===== config.mk =====
export PLATFORM = sky130hd
export DESIGN_NAME = mfp_sys_sw2led
export DESIGN_NICKNAME = d
export VERILOG_FILES = /design/src/rtl/mfp_sys_sw2led.sv
export SDC_FILE = /design/constraint.sdc
export NUM_CORES = 1
export LEC_CHECK = 0
export BUFFER_PORTS_ARGS = -buffer_cell sky130_fd_sc_hd__clkbuf_2
export CORE_ASPECT_RATIO = 1.4
export CORE_MARGIN = 1.5
export CORE_UTILIZATION = 47
export DETAILED_ROUTE_END_ITERATION = 10
export PLACE_DENSITY = 0.87
export SETUP_SLACK_MARGIN = 0.15
export SYNTH_ARGS = -nofsm -noshare
export SYNTH_HDL_FRONTEND = slang
export SYNTH_SLANG_ARGS = --single-unit

===== constraint.sdc =====
create_clock -name SI_ClkIn -period 2.2 [get_ports SI_ClkIn]
set_input_delay 0.33 -clock SI_ClkIn [delete_from_list [all_inputs] [get_ports SI_ClkIn]]
set_output_delay 0.33 -clock SI_ClkIn [all_outputs]
set_load 0.1 [all_outputs]

===== src/rtl/mfp_sys_sw2led.sv =====
// mfp_sys_sw2led: switch-to-LED smoke-test system with the mfp_sys pin-out
// A hardwired bus-master FSM loops: read switch register, write LED register.
// Ports:
//   SI_ClkIn, SI_Reset (sync, active-high); SI_ColdReset_N, EJ_*, UART_RX ignored
//   EJ_TDO constant 0; IO_Switch/IO_PB inputs, IO_LED register output
//   HADDR/HRDATA/HWDATA/HWRITE/HSIZE: exported internal bus for observation
// Option: define MFP_SYS_PB_EN to add the pushbutton read (inverts LED data when any PB is pressed).
module mfp_sys_sw2led #(
    parameter int N_SW  = 16,
    parameter int N_LED = 16
) (
    input  logic             SI_ClkIn,
    input  logic             SI_Reset,
    input  logic             SI_ColdReset_N,
    input  logic             EJ_TRST_N_probe,
    input  logic             EJ_TDI,
    input  logic             EJ_TMS,
    input  logic             EJ_TCK,
    input  logic             EJ_DINT,
    output logic             EJ_TDO,
    input  logic             UART_RX,
    input  logic [N_SW-1:0]  IO_Switch,
    input  logic [4:0]       IO_PB,
    output logic [N_LED-1:0] IO_LED,
    output logic [31:0]      HADDR,
    output logic [31:0]      HRDATA,
    output logic [31:0]      HWDATA,
    output logic             HWRITE,
    output logic [2:0]       HSIZE
);
    localparam logic [31:0] A_LED = 32'hBF80_0000;
    localparam logic [31:0] A_SW  = 32'hBF80_0008;
    localparam logic [31:0] A_PB  = 32'hBF80_000C;
    typedef enum logic [2:0] {RD_SW_A, RD_SW_D, RD_PB_A, RD_PB_D, WR_LED_A, WR_LED_D} state_t;
    state_t state;
    logic [N_SW-1:0] sw_q;
    logic [31:0] data_q;
`ifdef MFP_SYS_PB_EN
    logic [4:0] pb_q;
    logic unused_ok;
    assign unused_ok = &{1'b0, SI_ColdReset_N, EJ_TRST_N_probe, EJ_TDI, EJ_TMS, EJ_TCK, EJ_DINT, UART_RX};
`else
    logic unused_ok;
    assign unused_ok = &{1'b0, SI_ColdReset_N, EJ_TRST_N_probe, EJ_TDI, EJ_TMS, EJ_TCK, EJ_DINT, UART_RX, IO_PB};
`endif
    assign EJ_TDO = 1'b0;
    assign HSIZE  = 3'b010;
    always_ff @(posedge SI_ClkIn) begin
        if (SI_Reset) begin
            state  <= RD_SW_A;
            IO_LED <= '0;
            data_q <= '0;
            sw_q   <= '0;
`ifdef MFP_SYS_PB_EN
            pb_q   <= '0;
`endif
        end else begin
            sw_q <= IO_Switch;
`ifdef MFP_SYS_PB_EN
            pb_q <= IO_PB;
`endif
            case (state)
                RD_SW_A: state <= RD_SW_D;
                RD_SW_D: begin
                    data_q <= 32'(sw_q);
`ifdef MFP_SYS_PB_EN
                    state  <= RD_PB_A;
`else
                    state  <= WR_LED_A;
`endif
                end
`ifdef MFP_SYS_PB_EN
                RD_PB_A: state <= RD_PB_D;
                RD_PB_D: begin
                    if (pb_q != '0) data_q[N_SW-1:0] <= ~data_q[N_SW-1:0];
                    state <= WR_LED_A;
                end
`endif
                WR_LED_A: state <= WR_LED_D;
                WR_LED_D: begin
                    IO_LED <= HWDATA[N_LED-1:0];
                    state  <= RD_SW_A;
                end
                default: state <= RD_SW_A;
            endcase
        end
    end
    // Reset forces the idle bus view immediately, not just after the reset edge.
    always_comb begin
        HADDR  = (state == WR_LED_A || state == WR_LED_D) ? A_LED :
                 (state == RD_PB_A || state == RD_PB_D) ? A_PB : A_SW;
        HWRITE = state == WR_LED_A || state == WR_LED_D;
        HRDATA = state == RD_SW_D ? 32'(sw_q) : '0;
`ifdef MFP_SYS_PB_EN
        HRDATA = (state == RD_PB_A || state == RD_PB_D) ? {27'b0, pb_q} : HRDATA;
`endif
        HWDATA = state == WR_LED_D ? data_q : '0;
        HADDR  = SI_Reset ? A_SW : HADDR;
        HWRITE = !SI_Reset && HWRITE;
        HRDATA = SI_Reset ? '0 : HRDATA;
        HWDATA = SI_Reset ? '0 : HWDATA;
    end
endmodule


==> reports/metrics.yaml <==
status: "complete, no violations"
skew_ns: 0.00361
rsz0062_at_grt: "false"
setup_tns_ns: 0
yosys.area.top_type_share_pct: 40.9
hold-path-cell-count: 2
syn_avg_cell_area_um2: 8.89
crit_fanout: 17
leakage_nw: 1.41
drt_wl_total_um: 4600
synth-seq-cells: 50
yosys_most_used_dff: "dfxtp_1"
drc: 0
synth_top_cell_by_area: "dfxtp_1"
finalSetupViolations: 0
seq_area_frac_synth_pct: 40.9
cts_tree: "built"
start_util_pct: 49.7
place.gp.congestion: 0.841
gr-usage-met1_pct: 17.2
finalCritPeriodShare_pct: 89.4
ant_nets: 0
htreeDepth: 2
async_flop_share_pct: 0
overflow: 0
hold_slack_ns: 0.227
fmax_mhz: 508
use_met2_pct: 29.1
grt_max_degree: 46
routedWlPerCell_um: 11.4
synth_edf_count: 0
grt.total_usage_pct: 16.2
grt_pass1_vias: 1544
cts_buffers: 5
grt-busiest-layer: "met2"
synth_commonest_cells: "buf_4 (69), dfxtp_1 (50), nor2_1 (35)"
portBuffers: 67
slew_headroom_pct: 62.4
core_area_um2: 4920
drive_gt1_share_pct: 30.1
synth.most_common_cell: "buf_4"
vdd_drop_max_mv: 1.03
finalWorstSetupSlack_ns: 0.233
die-width_um: 64.0
antenna_cells: 0
startpoint: "state[0]$_SDFF_PP0_"
postSynthCellCount: 275
startpoint_type: "flop"
clock_path_buffers: 2
reg2reg_depth: 5
synthTopCellsByArea: "dfxtp_1 (41%), buf_4 (21%), mux2i_1 (6.6%)"
worstSetupPathType: "reg2out"
fillers: 392
clkLatencyLatePin_ns: 0.30
grt_util_met3_pct: 3.44
hold_path.class: "in2reg"
syn_area_um2: 2440
p_per_area_nw_per_um2: 970
rows: 30
yosysUniqueCellTypes: 19
synth_warnings: 0
fin_crit_ns: 1.97
worst_pin_slew_ns: 0.567
cp.required_ns: 1.87
cts-root-buf: "clkbuf_8"
areaGrowthSynthToFinish_pct: 32.6
cp-end-kind: "output pin"
drt_first_pass_iters: 4
maxCapViolCount: 0
nets: 373
worstPathArrival_ns: 1.64
antenna_found_initial: 0
die_h_um: 88.3
clk_pin_slew_ns: 0.09
post-dp-hpwl_um: 3500
report.final.slew_viol_count: 0
timing.rr.start: "state[2]$_SDFF_PP0_"
min-delay-start: "IO_Switch[11]"
grt_pass1_wl_um: 7060
pin_count: 147
dp_slack_ns: 0.373
viasPerCell: 4.25
hold_viol: 0
vias: 1712
die_area_um2: 5650
numClockSinks: 50
detail_route.iter0.violations: 36
-- routing by layer --
layer | part of all wire, % | vias to the layer above | wire (µm)
met5 | 0 | - | 0
met2 | 53 | 89 | 2430
li1 | - | 842 | -
met3 | 6.8 | 10 | 311
met4 | 3.3 | 0 | 154
met1 | 37 | 771 | 1710
-- worst max-delay path: stages (launching register included) --
cell     delay [ns]
dfxtp_2        0.37
ha_2           0.22
buf_12         0.18
nor2_1         0.09
or2_2          0.30
buf_12         0.17
-- cells in the final DEF (no fill, tap or decap), types with 2 or more instances in the layout --
| master | count |
|---|---|
| conb_1 | 67 |
| nand2_1 | 16 |
| clkbuf_8 | 5 |
| nor2_1 | 18 |
| nor2b_1 | 15 |
| dfxtp_2 | 2 |
| clkbuf_2 | 33 |
| nor2_2 | 17 |
| dfxtp_1 | 48 |
| buf_4 | 2 |
| and2_1 | 16 |
| mux2i_1 | 16 |
| clkinvlp_4 | 2 |
| inv_1 | 2 |
| a21oi_1 | 16 |
| and2b_1 | 2 |
| nand2b_1 | 16 |
| buf_12 | 36 |
| ha_1 | 4 |
-- final cells by class --
cell class | instances | area [µm²] | area share (%)
clock buffer | 5 | 68.8 | 2.12
clock inverter | 3 | 45.0 | 1.39
inverter | 2 | 7.51 | 0.232
multi-input combinational | 207 | 1120 | 34.7
sequential | 50 | 1000 | 31.0
tap | 64 | 80.1 | 2.47
timing repair buffer | 72 | 912 | 28.1
-- state kept, by name (all words and copies together) (netlist names) --
name and cells:
data_q 16, sw_q 16, state 2, IO_LED 16
-- through the flow --
stage / utilization [%] / total power, W / std cells / cell area, µm²
6_report: 65.9 / 0.00315 / 403 / 3240
5_1_grt: 65.9 / 0.00327 / 403 / 3240
4_1_cts: 65.8 / 0.00315 / 403 / 3230
3_5_place_dp: 62.8 / 0.00250 / 394 / 3090
3_3_place_gp: 62.8 / 0.00247 / 394 / 3090
2_1_floorplan: - / 0.00233 / 340 / 2730
-- path summary, 6_finish.rpt --
path	to	slack, ns
hold reg to reg	data_q[3]$_SDFFE_PP0N_	0.49
setup reg to reg	data_q[1]$_SDFFE_PP0N_	0.99
setup / recovery	HADDR[3]	0.23
hold / removal	sw_q[11]$_SDFF_PP0_	0.23
-- what timing repair did --
action	in CTS	in global routing
endpoints found under the setup margin	1	31
gates resized for setup	3	4
pin swaps	0	0
setup buffers	1	0
hold buffers	0	0
-- report_power, final --
group          switching (W)  internal [W]
clock               0.000297      0.000338
sequential         0.0000573      0.000988
combinational        0.00110      0.000360
-- kinds of logic (layout without fill, tap and decap cells) --
family	Yosys count	after routing	synth area share (%)
buffers and inverters	83	82	24.9
muxes	16	16	6.55
AOI/OAI and AO/OA	16	16	3.28
DFF	50	50	40.9
and+or+nand+nor	103	103	21.5
adders and majority gates	5	5	2.56
other	2	67	0.307
(Power assumes the default switching activity.)
